File: src/rtl/rms_pkg.sv
// Shared defaults, FSM encoding and completion-latency helper for the RMS calculator.
package rms_pkg;

  localparam int SUM_W_DEF = 48;
  localparam int CNT_W_DEF = 14;
  localparam int OUT_W_DEF = 16;

  typedef enum logic [1:0] {
    ST_IDLE,
    ST_DIV,
    ST_SQRT,
    ST_DONE
  } rms_state_t;

  // Cycles from the start-sampling edge to the done cycle (inclusive).
  function automatic int rms_latency(input int sum_w, input int out_w);
    return sum_w + out_w + 2;
  endfunction

endpackage

File: src/rtl/isqrt_seq.sv
// Sequential digit-by-digit integer square root: root = floor(sqrt(x)), one root bit per cycle.
// The first bit is resolved on the start edge, so done pulses OUT_W-1 edges later; start is ignored while busy.
module isqrt_seq
  import rms_pkg::*;
#(
  parameter int OUT_W = OUT_W_DEF
) (
  input  logic               CLK_50M,
  input  logic               rst_n,
  input  logic               start,
  input  logic [2*OUT_W-1:0] x,
  output logic               busy,
  output logic               done,
  output logic [OUT_W-1:0]   root
);

  localparam int CW = (OUT_W > 1) ? $clog2(OUT_W) : 1;

  logic [2*OUT_W-1:0] r_x;
  logic [OUT_W-1:0]   r_rem;
  logic [OUT_W-1:0]   r_root;
  logic [CW-1:0]      r_cnt;
  logic               r_busy;
  logic               r_done;

  logic               w_load;
  logic               w_step;
  logic [2*OUT_W-1:0] w_x_in;
  logic [OUT_W-1:0]   w_rem_in;
  logic [OUT_W-1:0]   w_root_in;
  logic [OUT_W+1:0]   w_acc;
  logic [OUT_W+1:0]   w_trial;
  logic               w_ge;
  logic [OUT_W-1:0]   w_rem_nx;

  assign w_load    = start && !r_busy;
  assign w_step    = w_load || r_busy;
  assign w_x_in    = w_load ? x : r_x;
  assign w_rem_in  = w_load ? '0 : r_rem;
  assign w_root_in = w_load ? '0 : r_root;

  // Remainder stays below 2^OUT_W until the last step, whose remainder is never used.
  assign w_acc    = {w_rem_in, w_x_in[2*OUT_W-1 -: 2]};
  assign w_trial  = {w_root_in, 2'b01};
  assign w_ge     = (w_acc >= w_trial);
  assign w_rem_nx = w_ge ? (w_acc[OUT_W-1:0] - w_trial[OUT_W-1:0]) : w_acc[OUT_W-1:0];

  always_ff @(posedge CLK_50M or negedge rst_n) begin
    if (!rst_n) begin
      r_x    <= '0;
      r_rem  <= '0;
      r_root <= '0;
      r_cnt  <= '0;
      r_busy <= 1'b0;
      r_done <= 1'b0;
    end else begin
      r_done <= 1'b0;
      if (w_step) begin
        r_x    <= {w_x_in[2*OUT_W-3:0], 2'b00};
        r_rem  <= w_rem_nx;
        r_root <= {w_root_in[OUT_W-2:0], w_ge};
      end
      if (w_load) begin
        r_busy <= 1'b1;
        r_cnt  <= CW'(OUT_W - 1);
      end else if (r_busy) begin
        r_cnt <= r_cnt - CW'(1);
        if (r_cnt == CW'(1)) begin
          r_busy <= 1'b0;
          r_done <= 1'b1;
        end
      end
    end
  end

  assign busy = r_busy;
  assign done = r_done;
  assign root = r_root;

endmodule

File: src/rtl/rms_calc.sv
// RMS of one window: restoring divide sum/cnt (saturated to 2*OUT_W bits), then sequential isqrt.
// done is high in DONE, SUM_W+OUT_W+2 cycles after start (1 cycle for cnt==0); start ignored unless IDLE.
module rms_calc
  import rms_pkg::*;
#(
  parameter int SUM_W = SUM_W_DEF,
  parameter int CNT_W = CNT_W_DEF,
  parameter int OUT_W = OUT_W_DEF
) (
  input  logic               CLK_50M,
  input  logic               rst_n,
  input  logic               start,
  input  logic [SUM_W-1:0]   sum_in,
  input  logic [CNT_W-1:0]   cnt_in,
  output logic               busy,
  output logic               done,
  output logic [2*OUT_W-1:0] mean_sq,
  output logic [OUT_W-1:0]   rms_out,
  output logic               err_zero,
  output logic               sat
);

  localparam int LATENCY = rms_latency(SUM_W, OUT_W);
  // Latency minus sqrt run, its launch cycle and DONE; counter is zero-based.
  localparam int DIV_LAST = LATENCY - OUT_W - 3;
  localparam int IW = $clog2(SUM_W + 1);

  rms_state_t         r_state;
  rms_state_t         w_state_nx;
  logic [SUM_W-1:0]   r_dvd;
  logic [CNT_W-1:0]   r_dvs;
  logic [CNT_W-1:0]   r_rem;
  logic [IW-1:0]      r_iter;
  logic               r_sq_go;
  logic [2*OUT_W-1:0] r_mean_sq;
  logic [OUT_W-1:0]   r_rms;
  logic               r_err;
  logic               r_sat;

  logic [CNT_W:0]     w_trial;
  logic               w_ge;
  logic [CNT_W-1:0]   w_rem_nx;
  logic               w_sat;
  logic [2*OUT_W-1:0] w_clamped;
  logic               w_sq_start;
  logic               w_sq_busy;
  logic               w_sq_done;
  logic [OUT_W-1:0]   w_root;

  // Quotient bits shift into r_dvd as dividend bits leave from the top.
  assign w_trial  = {r_rem, r_dvd[SUM_W-1]};
  assign w_ge     = (w_trial >= {1'b0, r_dvs});
  assign w_rem_nx = w_ge ? (w_trial[CNT_W-1:0] - r_dvs) : w_trial[CNT_W-1:0];

  assign w_sat      = |r_dvd[SUM_W-1:2*OUT_W];
  assign w_clamped  = w_sat ? '1 : r_dvd[2*OUT_W-1:0];
  assign w_sq_start = r_sq_go && !w_sq_busy;

  isqrt_seq #(.OUT_W(OUT_W)) u_isqrt (
    .CLK_50M (CLK_50M),
    .rst_n   (rst_n),
    .start   (w_sq_start),
    .x       (w_clamped),
    .busy    (w_sq_busy),
    .done    (w_sq_done),
    .root    (w_root)
  );

  always_comb begin
    w_state_nx = r_state;
    case (r_state)
      ST_IDLE: if (start) w_state_nx = (cnt_in == '0) ? ST_DONE : ST_DIV;
      ST_DIV:  if (r_iter == IW'(DIV_LAST)) w_state_nx = ST_SQRT;
      ST_SQRT: if (w_sq_done) w_state_nx = ST_DONE;
      ST_DONE: w_state_nx = ST_IDLE;
      default: w_state_nx = ST_IDLE;
    endcase
  end

  always_ff @(posedge CLK_50M or negedge rst_n) begin
    if (!rst_n) begin
      r_state   <= ST_IDLE;
      r_dvd     <= '0;
      r_dvs     <= '0;
      r_rem     <= '0;
      r_iter    <= '0;
      r_sq_go   <= 1'b0;
      r_mean_sq <= '0;
      r_rms     <= '0;
      r_err     <= 1'b0;
      r_sat     <= 1'b0;
    end else begin
      r_state <= w_state_nx;
      r_sq_go <= 1'b0;
      case (r_state)
        ST_IDLE: if (start) begin
          r_dvd  <= sum_in;
          r_dvs  <= cnt_in;
          r_rem  <= '0;
          r_iter <= '0;
        end
        ST_DIV: begin
          r_dvd  <= {r_dvd[SUM_W-2:0], w_ge};
          r_rem  <= w_rem_nx;
          r_iter <= r_iter + IW'(1);
          if (r_iter == IW'(DIV_LAST)) r_sq_go <= 1'b1;
        end
        default: ;
      endcase
      if (w_state_nx == ST_DONE && r_state != ST_DONE) begin
        if (r_state == ST_IDLE) begin
          r_mean_sq <= '0;
          r_rms     <= '0;
          r_sat     <= 1'b0;
          r_err     <= 1'b1;
        end else begin
          r_mean_sq <= w_clamped;
          r_rms     <= w_root;
          r_sat     <= w_sat;
          r_err     <= 1'b0;
        end
      end
    end
  end

  assign busy     = (r_state != ST_IDLE);
  assign done     = (r_state == ST_DONE);
  assign mean_sq  = r_mean_sq;
  assign rms_out  = r_rms;
  assign err_zero = r_err;
  assign sat      = r_sat;

endmodule

File: config.mk
export PLATFORM = sky130hd
export DESIGN_NAME = rms_calc
export DESIGN_NICKNAME = d
export VERILOG_FILES = /design/src/rtl/rms_pkg.sv /design/src/rtl/isqrt_seq.sv /design/src/rtl/rms_calc.sv
export SDC_FILE = /design/constraint.sdc
export NUM_CORES = 1
export LEC_CHECK = 0
export BUFFER_PORTS_ARGS = -buffer_cell sky130_fd_sc_hd__buf_2
export CAP_MARGIN = 40
export CORE_UTILIZATION = 30
export CTS_CLUSTER_DIAMETER = 50
export DETAILED_ROUTE_END_ITERATION = 8
export SYNTH_ARGS = -nofsm -noshare
export SYNTH_HDL_FRONTEND = slang
export SYNTH_SLANG_ARGS = --single-unit
File: constraint.sdc
create_clock -name CLK_50M -period 4.2 [get_ports CLK_50M]
set_clock_uncertainty 0.2 [all_clocks]
set_input_delay 0.42 -clock CLK_50M [delete_from_list [all_inputs] [get_ports CLK_50M]]
set_output_delay 0.42 -clock CLK_50M [all_outputs]
set_load 0.05 [all_outputs]
==> metrics <==
Post-Route WL around 27000 um; initial antenna violation count 4; worst-margin pin slew between 0.7 and 0.8 ns; iteration-0 DRC count of the detailed router 577; Synthesized Nets around 1200; WS Path Type flip-flop to flip-flop; Cells after DPL roughly 1600; GRT Residual Overflow 0; Layout fillers roughly 3400; Longest Clk Path Bufs 3; gr usage total 0.1562; chip width roughly 190 um; Final nets 1388; critical-path cell list nor4_1 -> nand4_1 -> nor2_1 -> nor2_1 -> a21oi_1 -> ha_1 -> nor2b_1 -> o31a_1 -> o21ai_1 -> a21boi_2 -> o21ai_1 -> nor3b_1 -> o31ai_1 -> a221o_1; hold_sp sum_in[33]; worst hold path type primary input to flip-flop; CTS tree done; Main synth FF type dfrtp_1; first-pass GRT wire length 45630 um; Tmin final approximately 3.7 ns; largest net degree at the start of global routing 90; setup tns final 0 ns; Worst-path clk slew ~0.060 ns; Yosys reg bits 203; cts hold-fix bufs between 50 and 60; # DRC 0; Row Count 67; Yosys cell types 75; non-filler cells, final between 1500 and 2000; Critical Path AT 3.94 ns; CP Capture Type flip-flop; H-tree levels 1; Num CTS Buffers 27; status complete, no violations; Post-synth ARST share 1.000; PwrDens 787.5 nW/um^2; crit-path leading delay family simple AND/OR/NAND/NOR gates; unrepaired setup endpoints after global routing no; vias in the first global route between 8000 and 9000; final hold slack 0.009753 ns; share of layout cells above drive strength 1 0.1670; worst-path fanout max 5; gpl congestion between 0.8 and 0.9; final period utilization 0.8875; Top Ports approximately 120; Die Y-Extent 187.8 um; Area Overhead vs Synth 24.26%; Final Max Tran Viols 0; worst rel slew slack 0.4668; via count around 8800; type of origin of the critical path flip-flop; Initial DRT Pass Iterations 5; syn_area_per_cell ~9.1 um^2; yosys warns 0; CORE AREA approximately 34000 um^2; Cell Area, Synth between 10000 and 15000 um^2; Slowest cell on crit path dfrtp_1; post-DP HPWL around 18000 um; max-cap violation count 0; reg-to-reg slack, setup around 0.47 ns; endpoints failing setup 0; Max VDD drop 0.3948 mV; Post-CTS Resized 0; buffer count from post-CTS setup fixing 0; Overall Power ~10 mW; root buf cell clkbuf_16; reg-to-reg startpoint r_dvd[43]$_DFFE_PN0P_; initial core utilization 0.3064; CP required between 4 and 5 ns; DR vias/cell 5.006; die area between 30000 and 40000 um^2; DR WL/cell between 15 and 20 um; fmax 268.3 MHz; post-route antenna net violation count 0; max incr delay on CP around 0.38 ns; EDFF count, synth 0; IO Port Bufs approximately 120; leakage power approximately 5.6 nW; utilization after layout 0.3808; sequential fraction of the synthesis area 0.4907; clock sink count between 200 and 250; Crit path buffers/inverters 0; Worst-Skew Late Latency 0.52 ns; Final Hold Vio Count 0; cell count after synthesis about 1100; Critical Path Start r_dvd[43]$_DFFE_PN0P_
==> layer usage <==
| layer | track usage | wire, um | share of wire |
|---|---|---|---|
| met4 | 0.03502 | 534 | 0.019 |
| met5 | 0 | 0 | 0 |
| met1 | 0.2133 | 12870 | 0.47 |
| met2 | 0.2546 | 12580 | 0.46 |
| met3 | 0.03088 | 1491 | 0.054 |
==> kinds of logic (layout without fill, tap and decap cells) <==
logic type	Yosys count	after routing	synth area share
xor+xnor	20	20	0.01692
compound gates	312	312	0.1959
mux	31	31	0.03167
simple gates	441	441	0.1807
buf+inv	96	262	0.03988
other cells	0	4	0
flops	203	203	0.4907
fa+ha+maj	36	36	0.04424
==> power by group <==
part / total [mW] / switching, mW / internal, mW
registers: 3.09 / 0.471 / 2.62
logic: 4.74 / 2.90 / 1.83
clock network: 2.30 / 0.875 / 1.43
==> metrics by stage <==
stage               cell area (um^2)  setup WS (ns)
floorplan                      10350          1.001
global placement               11320         0.5715
detailed placement             11390         0.4524
CTS                            12850         0.4638
global route                   12860         0.1629
finish                         12860         0.4724
==> synthesized netlist by cell type (2+ instances only) <==
| cell | n | area [um^2] |
|---|---|---|
| a211o_1 | 2 | 17.52 |
| a211oi_1 | 2 | 15.01 |
| a21boi_1 | 2 | 15.01 |
| a21boi_2 | 2 | 22.52 |
| a21o_1 | 6 | 45.04 |
| a21oi_1 | 21 | 105.1 |
| a22o_1 | 5 | 43.79 |
| a31oi_1 | 3 | 18.77 |
| a32oi_1 | 14 | 122.6 |
| a41oi_1 | 2 | 17.52 |
| and2_1 | 17 | 106.4 |
| and3_1 | 4 | 25.02 |
| buf_1 | 9 | 33.78 |
| buf_2 | 3 | 15.01 |
| buf_6 | 6 | 67.56 |
| clkbuf_1 | 52 | 195.2 |
| clkinv_1 | 2 | 7.510 |
| dfrtp_1 | 203 | 5080 |
| ha_1 | 35 | 437.9 |
| inv_1 | 23 | 86.33 |
| mux2_2 | 14 | 157.7 |
| mux2i_1 | 17 | 170.2 |
| nand2_1 | 209 | 784.5 |
| nand2b_1 | 3 | 18.77 |
| nand3_1 | 11 | 55.05 |
| nand4_1 | 7 | 43.79 |
| nor2_1 | 155 | 581.8 |
| nor2b_1 | 4 | 25.02 |
| nor3_1 | 6 | 30.03 |
| nor4_1 | 7 | 43.79 |
| nor4b_1 | 3 | 26.28 |
| o2111ai_1 | 2 | 17.52 |
| o211ai_1 | 5 | 37.54 |
| o21a_1 | 5 | 37.54 |
| o21ai_0 | 125 | 625.6 |
| o21ai_1 | 7 | 35.03 |
| o21bai_1 | 2 | 15.01 |
| o221ai_1 | 2 | 17.52 |
| o22ai_1 | 48 | 300.3 |
| o31a_1 | 4 | 35.03 |
| o31ai_1 | 34 | 255.2 |
| or2_2 | 3 | 18.77 |
| or3_1 | 3 | 18.77 |
| xnor2_1 | 11 | 96.34 |
| xor2_1 | 9 | 78.83 |
==> final timing paths <==
kind / endpoint / depth (start not counted)
worst max-delay path: u_isqrt.r_rem[12]$_DFFE_PN0P_ / 14
worst min-delay path: r_dvd[33]$_DFFE_PN0P_ / 3
worst max register to register: u_isqrt.r_rem[12]$_DFFE_PN0P_ / 14
worst min register to register: mean_sq[7]$_DFFE_PN0P_ / 2
max in group asynchronous: r_dvd[33]$_DFFE_PN0P_ / 3
min in group asynchronous: r_dvd[8]$_DFFE_PN0P_ / 2
==> registers in the layout, summed over array words and instances (netlist names) <==
name / cells
u_isqrt.r_cnt: 4
r_iter: 6
err_zero: 1
u_isqrt.r_rem: 16
sat: 1
u_isqrt.r_x: 30
u_isqrt.done: 1
u_isqrt.root: 16
r_dvs: 14
r_sq_go: 1
u_isqrt.busy: 1
r_rem: 14
r_dvd: 48
mean_sq: 32
r_state: 2
rms_out: 16
==> placed cells by master, fill, tap and decap left out, types with 6 or more instances in the layout <==
cell           count
inv_1             23
nor2_1           154
a21oi_1           21
buf_4             13
nor3_1             6
ha_1              35
xor2_1             9
and2_1            17
clkinv_2           7
a32oi_1           14
clkbuf_16         27
o21ai_0          125
nand2_1          206
xnor2_1           11
mux2_2            14
o21ai_1            7
dlygate4sd3_1     57
dfrtp_1          201
o31ai_1           34
nand3_1           11
buf_2            115
a21o_1             6
nand4_1            7
mux2i_1           17
nor4_1             7
o22ai_1           48
==> worst register-to-register path: stages, from the launching register on <==
cell and delay (ns):
dfrtp_1 0.38, nor4_1 0.38, nand4_1 0.37, nor2_1 0.24
nor2_1 0.06, a21oi_1 0.23, ha_1 0.24, nor2b_1 0.07
o31a_1 0.29, o21ai_1 0.22, a21boi_2 0.09, o21ai_1 0.16
nor3b_1 0.28, o31ai_1 0.10, a221o_1 0.29
==> area by class of cell <==
class	instances	area, um^2	share of cell area
flip-flops and latches	203	5082	0.3951
multi-input cells	840	4882	0.3795
repair buffers	190	1344	0.1045
clock buffers	31	690.7	0.05369
well taps	448	560.5	0.04358
clock inverters	16	200.2	0.01556
inverters	25	93.84	0.007295
diodes	4	10.01	0.0007781
Power figures use the tool's default switching activity.
